<file path="config.mk">
export PLATFORM = sky130hd
export DESIGN_NAME = name_record_seq
export DESIGN_NICKNAME = d
export VERILOG_FILES = /design/src/rtl/name_pkg.sv /design/src/rtl/name_out_reg.sv /design/src/rtl/name_record_seq.sv
export SDC_FILE = /design/constraint.sdc
export NUM_CORES = 1
export LEC_CHECK = 0
export BUFFER_PORTS_ARGS = -buffer_cell sky130_fd_sc_hd__buf_2
export CORE_MARGIN = 8
export CORE_UTILIZATION = 30
export DETAILED_ROUTE_END_ITERATION = 16
export PLACE_DENSITY = 0.51
export SYNTH_ARGS = -nofsm -noshare
export SYNTH_HDL_FRONTEND = slang
export SYNTH_HIERARCHICAL = 1
export SYNTH_SLANG_ARGS = --single-unit
</file>
<file path="constraint.sdc">
create_clock -name clk -period 3 [get_ports clk]
set_input_delay 0.75 -clock clk [delete_from_list [all_inputs] [get_ports clk]]
set_output_delay 0.75 -clock clk [all_outputs]
set_load 0.01 [all_outputs]
</file>
<file path="src/rtl/name_pkg.sv">
// Shared definitions for the record sequencer family: FSM encoding, default widths, header field offsets.
// Latency: n/a (package only).
// Backpressure: n/a (package only).
package name_pkg;

    localparam int DEF_OUT_W   = 128;
    localparam int DEF_CNT_W   = 32;
    localparam int DEF_IN_W    = DEF_OUT_W + DEF_CNT_W;
    localparam int DEF_MAX_LEN = 2**20;

    // A header word carries the record length at the bottom of the word;
    // a payload word carries the payload directly above the length field.
    localparam int LEN_LSB = 0;

    typedef enum logic {
        ST_HDR     = 1'b0,
        ST_PAYLOAD = 1'b1
    } state_t;

endpackage

</file>
<file path="src/rtl/name_out_reg.sv">
// Single-entry output register with valid/ready handshake and a "last word" tag.
// Latency: 1 cycle from load to out_valid.
// Backpressure: holds out_data stable while out_valid && !out_ready; can_load tells the producer when a load is safe.
//
// Ports: load/load_data/load_last write a new word (only when can_load);
//        out_data/out_valid/out_ready is the downstream handshake;
//        last_xfer is high in the cycle a last-tagged word leaves the register.
module name_out_reg #(
    parameter int W = 128
) (
    input  logic         clk,
    input  logic         rst_n,
    input  logic         load,
    input  logic [W-1:0] load_data,
    input  logic         load_last,
    input  logic         out_ready,
    output logic [W-1:0] out_data,
    output logic         out_valid,
    output logic         can_load,
    output logic         last_xfer
);

    logic last_q;

    // Safe to load when empty, or when the held word leaves on this same edge.
    assign can_load  = !out_valid || out_ready;
    assign last_xfer = out_valid && out_ready && last_q;

    always_ff @(posedge clk or negedge rst_n) begin
        if (!rst_n) begin
            out_data  <= '0;
            out_valid <= 1'b0;
            last_q    <= 1'b0;
        end else if (load) begin
            out_data  <= load_data;
            out_valid <= 1'b1;
            last_q    <= load_last;
        end else if (out_valid && out_ready) begin
            out_valid <= 1'b0;
            last_q    <= 1'b0;
        end
    end

endmodule

</file>
<file path="src/rtl/name_record_seq.sv">
// Record sequencer: parses a length header, forwards N payload words, strobes rw once per completed record.
// Latency: payload word appears on out_data 1 cycle after acceptance; rw 1 cycle after the last word transfers.
// Backpressure: out_ready low stalls payload intake (in_ready drops); headers wait until the output register is empty.
//
// Ports: in_data/in_valid/in_ready  - header or payload words in
//        out_data/out_valid/out_ready - payload words out
//        rw - record-complete strobe, busy - inside a record,
//        rec_cnt - completed records (wrapping), err - sticky illegal-length flag
module name_record_seq
    import name_pkg::*;
#(
    parameter int IN_W    = DEF_IN_W,
    parameter int OUT_W   = DEF_OUT_W,
    parameter int CNT_W   = DEF_CNT_W,
    parameter int MAX_LEN = DEF_MAX_LEN
) (
    input  logic             clk,
    input  logic             rst_n,
    input  logic [IN_W-1:0]  in_data,
    input  logic             in_valid,
    output logic             in_ready,
    output logic [OUT_W-1:0] out_data,
    output logic             out_valid,
    input  logic             out_ready,
    output logic             rw,
    output logic             busy,
    output logic [CNT_W-1:0] rec_cnt,
    output logic             err
);

    state_t           state;
    logic [CNT_W-1:0] cnt;

    logic [CNT_W-1:0] hdr_len;
    logic [OUT_W-1:0] payload;
    logic             can_load;
    logic             last_xfer;
    logic             xfer;
    logic             hdr_acc;
    logic             pay_acc;
    logic             len_zero;
    logic             len_bad;
    logic             last_word;
    logic             rw_set;

    assign hdr_len = in_data[LEN_LSB +: CNT_W];
    assign payload = in_data[LEN_LSB + CNT_W +: OUT_W];

    // Headers need an empty output register so a zero-length record's rw can
    // never land on top of the previous record's rw. Held low during reset.
    assign in_ready = rst_n && ((state == ST_HDR) ? !out_valid : can_load);

    assign xfer     = in_valid && in_ready;
    assign hdr_acc  = xfer && (state == ST_HDR);
    assign pay_acc  = xfer && (state == ST_PAYLOAD);
    assign len_zero = (hdr_len == '0);
    assign len_bad  = 64'(hdr_len) > 64'(MAX_LEN);
    // Compare against <= 1 so a corrupted zero count still closes the record
    // instead of wrapping the counter.
    assign last_word = (cnt <= CNT_W'(1));

    // Only one source can fire per edge: a header is accepted only when the
    // output register is empty, so no last word can be leaving at that time.
    assign rw_set = last_xfer || (hdr_acc && len_zero && !len_bad);

    always_ff @(posedge clk or negedge rst_n) begin
        if (!rst_n) begin
            state   <= ST_HDR;
            cnt     <= '0;
            rw      <= 1'b0;
            busy    <= 1'b0;
            rec_cnt <= '0;
            err     <= 1'b0;
        end else begin
            rw <= rw_set;
            if (rw_set) begin
                rec_cnt <= rec_cnt + CNT_W'(1);
            end

            case (state)
                ST_HDR: begin
                    if (hdr_acc) begin
                        if (len_bad) begin
                            err <= 1'b1;
                        end else if (!len_zero) begin
                            cnt   <= hdr_len;
                            state <= ST_PAYLOAD;
                            busy  <= 1'b1;
                        end
                    end
                end
                ST_PAYLOAD: begin
                    if (pay_acc) begin
                        if (last_word) begin
                            cnt   <= '0;
                            state <= ST_HDR;
                            busy  <= 1'b0;
                        end else begin
                            cnt <= cnt - CNT_W'(1);
                        end
                    end
                end
                default: begin
                    state <= ST_HDR;
                    busy  <= 1'b0;
                end
            endcase
        end
    end

    name_out_reg #(
        .W(OUT_W)
    ) u_out_reg (
        .clk       (clk),
        .rst_n     (rst_n),
        .load      (pay_acc),
        .load_data (payload),
        .load_last (last_word),
        .out_ready (out_ready),
        .out_data  (out_data),
        .out_valid (out_valid),
        .can_load  (can_load),
        .last_xfer (last_xfer)
    );

endmodule

</file>
==> flow_summary.json, run 1 <==
{
  "num_rows": 63,
  "numPortBuffers": 328,
  "ys.flop_type": "dfrtp_1",
  "max_stage_delay_ns": 0.53,
  "critical-path-top-delay-family": "simple AND/OR/NAND/NOR gates",
  "yosys.cell_types.count": 59,
  "cp_max_fo": 6,
  "die_h_um": 188.9,
  "synthTopCellsByArea": "dfrtp_1, mux2_4, mux2_2",
  "end_kind": "register",
  "grt.total_usage_pct": 14.49,
  "dpl_cell_area_um2": 11170,
  "routabilityCongestion": 0.7875,
  "critical_path_class": "reg2reg",
  "drtPass1Iterations": 4,
  "powerDensity_nw_per_um2": 452.2,
  "final-hold-violation-count": 0,
  "drt-initial-drc-count": 312,
  "ys_seq_area_share_pct": 55.24,
  "worst_clock_skew_ns": 0.01374,
  "cts_resized": 0,
  "via_per_inst": 4.664,
  "antenna_found_initial": 2,
  "cts_root_buf": "clkbuf_16",
  "cts_buffers": 17,
  "status": "completed",
  "layout.nets": 1210,
  "htree_levels": 4,
  "netlist_area_um2": 8970,
  "setup_viol": 0,
  "grt_start_max_net_pins": 75,
  "detail-route-antenna-nets": 0,
  "fin_crit_sh_pct": 90.65,
  "wl_um": 26200,
  "fmax_mhz": 367.7,
  "arrival_ns": 3.08,
  "cp-start-kind": "register",
  "synth-async-reset-ratio_pct": 100.0,
  "setup_tns_ns": 0,
  "cts_hold_buf": 0,
  "slew_headroom_pct": 37.76,
  "p_leak_nw": 6.238,
  "core_area_um2": 29560,
  "synth.avg_cell_area_um2": 12.81,
  "drive_gt1_share_pct": 50.38,
  "worstMarginPinSlew_ns": 0.9335,
  "cts_tree": "done",
  "synth_top_area_cell": "dfrtp_1",
  "ir_drop_mv": 0.3331,
  "hold_path.class": "in2async",
  "vias": 6749,
  "grt_pass1_wl_um": 41390,
  "critPathBufInv": 1,
  "rsz0062_at_grt": "no",
  "clkLatencyLatePin_ns": 0.44,
  "slew_violations": 0,
  "synth_nets": 867,
  "worstPathRequired_ns": 3.36,
  "synth_edf_count": 0,
  "cp_cell_sequence": "inv_1 -> ha_1 -> or3b_2 -> or2_2 -> or3_4 -> or4_1 -> o21ai_1",
  "synthToLayoutAreaGrowth_pct": 31.01,
  "grt_pass1_vias": 7147,
  "ys_warn_count": 6,
  "cp_slowest_cell": "or3b_2",
  "drc": 0,
  "maxCapViolations": 0,
  "clk_path_buf_depth": 2,
  "initial_core_util_pct": 30.34,
  "cts_sinks": 198,
  "die_area_um2": 35690,
  "clk_pin_slew_worst_paths_ns": 0.08,
  "hpwl_um": 19710,
  "wire_per_inst_um": 18.11,
  "netlist_instances": 700,
  "final_area_um2": 11750,
  "r2r_slack_ns": 0.28,
  "fp.dieW_um": 188.9,
  "synth_seq_cells": 198,
  "io_pins": 329,
  "period_needed_ns": 2.720,
  "overflow": 0,
  "synth.top_cell.area_share_pct": 55.24,
  "postCtsSetupBuffers": 0
}
==> cells in the final DEF (no fill, tap or decap), types with 5 or more instances in the layout <==
cell       netlist  final
clkbuf_16        0     17
xnor2_1         15     15
a21oi_1         17     17
buf_2            7    327
mux2_2          44     44
inv_6            0      5
nor2_1          33     33
inv_1           17     16
o21ai_0         40     40
dfrtp_1        198    198
and3_1          10     10
or3_1            6      6
buf_4            0     26
mux2_4          87     87
nor3_1          20     20
nand3_1         21     21
or4_1           10     10
nand2b_1         6      6
nand2_1         39     39
nand4_1         11     11
xor2_1          16     16
nor4_1          15     15
==> state kept, by name, indices dropped and copies added, names as in the netlist <==
signal,cells
u_out_reg/last_q,1
u_out_reg/out_valid,1
state,1
cnt,32
rw,1
err,1
u_out_reg/out_data,128
rec_cnt,32
busy,1
==> cell type report <==
cell class	count	area [um^2]
sequential	198	4955
clock inverter	14	136.4
timing repair buffer	358	1926
clock buffer	18	439.2
inverter	18	72.57
multi-input combinational	450	3732
tap	390	488.0
fill	2932	17810
antenna	1	2.502
==> stage by stage <==
stage | total power (W) | setup WS (ns) | util [%] | cells | hold WS [ns]
2_1_floorplan | 0.002855 | 0.3642 | - | 700 | 0.4295
3_3_place_gp | 0.003082 | 0.2293 | 37.80 | 1414 | 0.4414
3_5_place_dp | 0.003085 | 0.2105 | 37.80 | 1414 | 0.4434
4_1_cts | 0.005421 | 0.2826 | 39.75 | 1446 | 0.2988
5_1_grt | 0.005557 | 0.1687 | 39.75 | 1447 | 0.3065
6_report | 0.005314 | 0.2805 | 39.75 | 1447 | 0.3071
==> worst paths after layout <==
| path | startpoint | to | cells after the start |
|---|---|---|---|
| min | rst_n | busy$_DFFE_PN0P_ | 2 |
| min in group clk | err$_DFFE_PN0P_ | err$_DFFE_PN0P_ | 1 |
| min reg2reg | err$_DFFE_PN0P_ | err$_DFFE_PN0P_ | 1 |
| max reg2reg | cnt[0]$_DFFE_PN0P_ | cnt[30]$_DFFE_PN0P_ | 7 |
| max | cnt[0]$_DFFE_PN0P_ | cnt[30]$_DFFE_PN0P_ | 7 |
| max in group asynchronous | rst_n | u_out_reg/out_data[110]$_DFFE_PN0P_ | 4 |
==> metal layers <==
layer	GRT usage, %	routed length, um	vias to the layer above
met5	0	13	-
met4	3.999	421	2
met3	5.151	1840	23
met2	24.05	12820	196
met1	17.56	11110	3319
li1	-	-	3209
==> where the power goes <==
group / switching [W] / total (W) / internal, W / leakage [nW]
registers: 0.0000198 / 0.00272 / 0.00270 / 2.71
logic: 0.000152 / 0.000304 / 0.000152 / 3.25
clock network: 0.00116 / 0.00229 / 0.00113 / 0.286
total: 0.00133 / 0.00531 / 0.00398 / 6.24
==> kinds of logic (layout without fill, tap and decap cells) <==
group                    count (synthesis)  count (layout)  synth area share [%]
buffers and inverters                   52             408                 3.236
AND/OR/NAND/NOR                        187             187                 11.01
flip-flops                             198             198                 55.24
multiplexers                           131             131                 20.09
adder cells (fa/ha/maj)                  3               3                0.4185
other                                    0               1                     0
AO/OA/AOI/OAI                           98              98                 6.989
XOR/XNOR                                31              31                 3.027
==> Yosys cell counts, drive strengths merged, types with 2 or more instances <==
cell	count
mux2	131
or3	7
ha	3
or2	2
o41ai	4
o21ai	41
nand3	21
a22oi	4
nand4	11
nand2	39
a41oi	2
o211ai	2
nor4	15
o21a	2
clkbuf	15
inv	18
o311ai	3
a21oi	17
and3	10
o22ai	4
or4	11
buf	19
o31ai	2
xor2	16
xnor2	15
and4	2
nor2	33
nand4b	3
a32oi	4
a211o	2
nor3	21
nand2b	6
dfrtp	198
o31a	2
==> worst register-to-register path, delay by kind of cell, from the launching register on <==
kind            cells  cell delay (ns)
fa+ha+maj           1             0.21
buf+inv             1             0.11
flops               1             0.43
compound gates      1             0.12
simple gates        4             1.78
Power figures use the tool's default switching activity.
==> inputs of run 2 (changes only) <==
Settings changed: CORE_ASPECT_RATIO set to 1.1.
==> flow_summary.json, run 2 (synthesis results as in run 1) <==
{
  "hpwl_um": 19280,
  "wl_um": 25810,
  "cts_tree": "done",
  "reg2reg_depth": 5,
  "slew_violations": 0,
  "cts_buffers": 17,
  "setup_viol": 0,
  "status": "completed",
  "postCtsSetupBuffers": 0,
  "core_area_um2": 29480,
  "setup_tns_ns": 0,
  "critical_path_class": "reg2reg",
  "num_rows": 66,
  "cp-start-kind": "register",
  "period_needed_ns": 2.755,
  "via_per_inst": 4.785,
  "drive_gt1_share_pct": 50.14,
  "path_common_cell": "or4_1",
  "r2r_slack_ns": 0.24,
  "cts_sinks": 198,
  "overflow": 0,
  "powerDensity_nw_per_um2": 465.7,
  "cp_slowest_cell": "or4_1",
  "antenna_found_initial": 3,
  "layout.cells.non_filler": 1428,
  "end_kind": "register",
  "hold_path.class": "in2async",
  "cp_max_fo": 6,
  "ir_drop_mv": 0.3140,
  "clk_pin_slew_worst_paths_ns": 0.07,
  "worstPathRequired_ns": 3.36,
  "maxCapViolations": 0,
  "die_h_um": 197.4,
  "dp_cells": 1397,
  "cp_cell_sequence": "or4_1 -> or4_4 -> or3_4 -> or4_1 -> o21ai_1",
  "cts_hold_buf": 0,
  "initial_core_util_pct": 30.43,
  "final_area_um2": 11770,
  "fin_crit_sh_pct": 91.84,
  "top_register": "u_out_reg/out_data",
  "final_core_util_pct": 39.93,
  "cts_resized": 0,
  "arrival_ns": 3.11,
  "final_cell_mix": "buf_2, dfrtp_1, mux2_4",
  "whs_ns": 0.1052,
  "p_leak_nw": 6.258,
  "fmax_mhz": 362.9,
  "slew_headroom_pct": 35.93,
  "largest_register_ffs": 128,
  "numPortBuffers": 328,
  "grt_pass1_wl_um": 41010,
  "drc": 0,
  "vias": 6833,
  "wire_per_inst_um": 18.07,
  "worst_clock_skew_ns": 0.01152,
  "clk_path_buf_depth": 2,
  "rsz0062_at_grt": "no",
  "drt-initial-drc-count": 331,
  "die_area_um2": 35690,
  "synthToLayoutAreaGrowth_pct": 31.25,
  "r2r_end": "cnt[30]$_DFFE_PN0P_",
  "grt_start_max_net_pins": 75,
  "r2r_start": "cnt[12]$_DFFE_PN0P_",
  "final-hold-violation-count": 0,
  "clkLatencyLatePin_ns": 0.43,
  "layout.nets": 1209,
  "drtPass1Iterations": 5,
  "final_common_cell": "buf_2",
  "routabilityCongestion": 0.8098,
  "detail-route-antenna-nets": 0,
  "dpl_cell_area_um2": 11150,
  "grt.total_usage_pct": 14.36,
  "fp.dieW_um": 180.9,
  "htree_levels": 4,
  "reg_top3": "u_out_reg/out_data: 128 flops, cnt: 32 flops, rec_cnt: 32 flops",
  "cts_root_buf": "clkbuf_16",
  "worstMarginPinSlew_ns": 0.9611,
  "grt_pass1_vias": 7106,
  "io_pins": 329,
  "max_stage_delay_ns": 0.63
}
[run 2: changes by cell type in the layout (fill, tap and decap cells not counted), sizes merged]
cell / before / now
clkinv: 6 / 1
clkinvlp: 0 / 1
bufinv: 0 / 4
inv: 26 / 22
buf: 357 / 356
clkbuf: 19 / 21
[run 2: critical path: cells and delay by family, from the launching register on]
kind,cells,cell delay (ns)
compound gates,1,0.12
simple gates,4,2.13
flops,1,0.42
[run 2: routing by layer]
metal | up-vias | global-route usage [%] | part of all wire [%]
li1 | 3217 | - | -
met1 | 3303 | 17.47 | 42
met2 | 274 | 22.80 | 47
met3 | 35 | 5.813 | 8.6
met4 | 4 | 4.994 | 2.0
met5 | - | 0 | 0.089
[run 2: report_power, final]
part	switching [W]	total [W]	leakage [nW]	internal [W]
logic	0.000151	0.000302	3.25	0.000151
registers	0.0000190	0.00272	2.71	0.00270
clock network	0.00102	0.00246	0.304	0.00144
total	0.00119	0.00548	6.26	0.00429
[run 2: cell type report]
class	count	area, um^2
Antenna cell	1	2.502
Sequential cell	198	4955
Clock inverter	10	167.7
Clock buffer	20	456.7
Multi-Input combinational cell	450	3732
Fill cell	2919	17710
Timing Repair Buffer	357	1918
Tap cell	374	467.9
Inverter	18	72.57
[run 2: worst max path at each step]
stage | cells past startpoint | startpoint | slack, ns | end
2_1_floorplan | 6 | cnt[12]$_DFFE_PN0P_ | 0.36 | cnt[30]$_DFFE_PN0P_
3_3_place_gp | 8 | in_data[8] | 0.23 | cnt[7]$_DFFE_PN0P_
3_5_place_dp | 9 | in_data[8] | 0.19 | cnt[4]$_DFFE_PN0P_
4_1_cts | 5 | cnt[12]$_DFFE_PN0P_ | 0.26 | cnt[30]$_DFFE_PN0P_
5_1_grt | 6 | cnt[12]$_DFFE_PN0P_ | 0.16 | cnt[31]$_DFFE_PN0P_
6_report | 5 | cnt[12]$_DFFE_PN0P_ | 0.24 | cnt[30]$_DFFE_PN0P_
[run 2: through the flow]
step / worst slack [ns] / power, W
floorplan: 0.3642 / 0.002855
global placement: 0.2288 / 0.003079
detailed placement: 0.1851 / 0.003081
CTS: 0.2559 / 0.005595
global route: 0.1593 / 0.005724
finish: 0.2447 / 0.005483
==> inputs of run 3 (changes only) <==
Clock period 3 ns to 2.55 ns, I/O delays scaled along.
==> flow_summary.json, run 3 (synthesis results as in run 1) <==
{
  "cts_tree": "done",
  "path_common_cell": "or4_4",
  "cp-startpoint": "cnt[14]$_DFFE_PN0P_",
  "core_area_um2": 29480,
  "powerDensity_nw_per_um2": 523.0,
  "worst_clock_skew_ns": 0.01122,
  "worstMarginPinSlew_ns": 0.9229,
  "clk_pin_slew_worst_paths_ns": 0.08,
  "reg_top3": "u_out_reg/out_data: 128 flops, cnt: 32 flops, rec_cnt: 32 flops",
  "clk_path_buf_depth": 2,
  "drive_gt1_share_pct": 51.86,
  "fp.dieW_um": 180.9,
  "grt.total_usage_pct": 14.30,
  "layout.cells.non_filler": 1451,
  "p_leak_nw": 6.363,
  "numPortBuffers": 328,
  "layout.nets": 1230,
  "drt-initial-drc-count": 341,
  "multi_input_area_um2": 3774,
  "wl_um": 25910,
  "num_rows": 66,
  "slew_violations": 0,
  "num-fill-cells": 2844,
  "cp_max_fo": 5,
  "cts_buffers": 17,
  "dp_cells": 1416,
  "routabilityCongestion": 0.7928,
  "fmax_mhz": 404.3,
  "drtPass1Iterations": 5,
  "clkLatencyLatePin_ns": 0.44,
  "htree_levels": 4,
  "critical-path-top-delay-family": "simple AND/OR/NAND/NOR gates",
  "wire_per_inst_um": 17.86,
  "critical_path_class": "reg2reg",
  "top_register": "u_out_reg/out_data",
  "r2r_start": "cnt[14]$_DFFE_PN0P_",
  "vias": 6859,
  "synthToLayoutAreaGrowth_pct": 33.06,
  "rsz0062_at_grt": "no",
  "hpwl_um": 19160,
  "final-hold-violation-count": 0,
  "critPathBufInv": 0,
  "initial_core_util_pct": 30.43,
  "detail-route-antenna-nets": 0,
  "ir_drop_mv": 0.3577,
  "fin_crit_sh_pct": 97.00,
  "status": "completed",
  "cp_slowest_cell": "or4_4",
  "cts_sinks": 198,
  "period_needed_ns": 2.474,
  "drc": 0,
  "register_area_um2": 4955,
  "cp_cell_sequence": "or4_4 -> or4_4 -> or3_4 -> or4_1 -> o21ai_1",
  "via_per_inst": 4.727,
  "worstPathRequired_ns": 2.92,
  "cp-start-kind": "register",
  "grt_start_max_net_pins": 122,
  "max_stage_delay_ns": 0.55,
  "io_pins": 329,
  "die_h_um": 197.4,
  "cts_root_buf": "clkbuf_16",
  "final_common_cell": "buf_2",
  "cts_hold_buf": 0,
  "antenna_found_initial": 2,
  "grt_pass1_wl_um": 40940,
  "arrival_ns": 2.84,
  "maxCapViolations": 0,
  "hold_path.class": "in2async",
  "slew_headroom_pct": 38.48,
  "grt_pass1_vias": 7130,
  "largest_register_ffs": 128,
  "end_kind": "register",
  "setup_tns_ns": 0,
  "overflow": 0,
  "die_area_um2": 35690,
  "setup_viol": 0,
  "final_cell_mix": "buf_2, dfrtp_1, mux2_4",
  "final_core_util_pct": 40.48
}
run 3: path summary, 6_finish.rpt:
kind                            cells past startpoint  slack (ns)                             endpoint
worst max-delay path                                5        0.08                  cnt[30]$_DFFE_PN0P_
worst min-delay path                                2        0.15         u_out_reg/last_q$_DFFE_PN0P_
worst max register to register                      5        0.08                  cnt[30]$_DFFE_PN0P_
min in group clk                                    2        0.42  u_out_reg/out_data[120]$_DFFE_PN0P_
max in group asynchronous                           3        1.23  u_out_reg/out_data[108]$_DFFE_PN0P_
worst min register to register                      1        0.46                      err$_DFFE_PN0P_
run 3: routing by layer:
layer / up-vias / part of all wire [%] / global-route usage (%)
met2: 225 / 48 / 22.79
li1: 3257 / - / -
met5: - / 0.046 / 0
met3: 20 / 8.1 / 5.721
met4: 2 / 1.0 / 3.615
met1: 3355 / 43 / 17.88
run 3: cell type report:
type | count | share of cell area (%)
inverter | 18 | 0.6080
clock buffer | 19 | 3.711
timing repair buffer | 378 | 17.50
clock inverter | 13 | 1.111
sequential | 198 | 41.51
antenna | 1 | 0.02097
multi-input combinational | 450 | 31.62
tap | 374 | 3.921
run 3: timing repair:
action,4_1_cts,5_1_grt
setup buffers,0,2
gates resized for setup,1,6
endpoints found under the setup margin,3,19
endpoints found under the hold margin,0,0
pin swaps,1,0
run 3: per-stage QoR:
step	total power (W)	hold WS, ns	setup slack (ns)	instance area, um^2
2_1_floorplan	0.003360	0.3419	-0.02674	8984
3_3_place_gp	0.003634	0.4386	-0.1022	11310
3_5_place_dp	0.003638	0.4504	-0.08340	11310
4_1_cts	0.006361	0.1259	0.01170	11900
5_1_grt	0.006530	0.1282	0.003377	11940
6_report	0.006242	0.1470	0.07641	11940
run 3: where the power goes:
part | internal [W] | switching (W) | leakage, nW
Sequential | 0.00318 | 0.0000218 | 2.71
Combinational | 0.000189 | 0.000182 | 3.38
Clock | 0.00133 | 0.00134 | 0.281
Total | 0.00470 | 0.00155 | 6.36
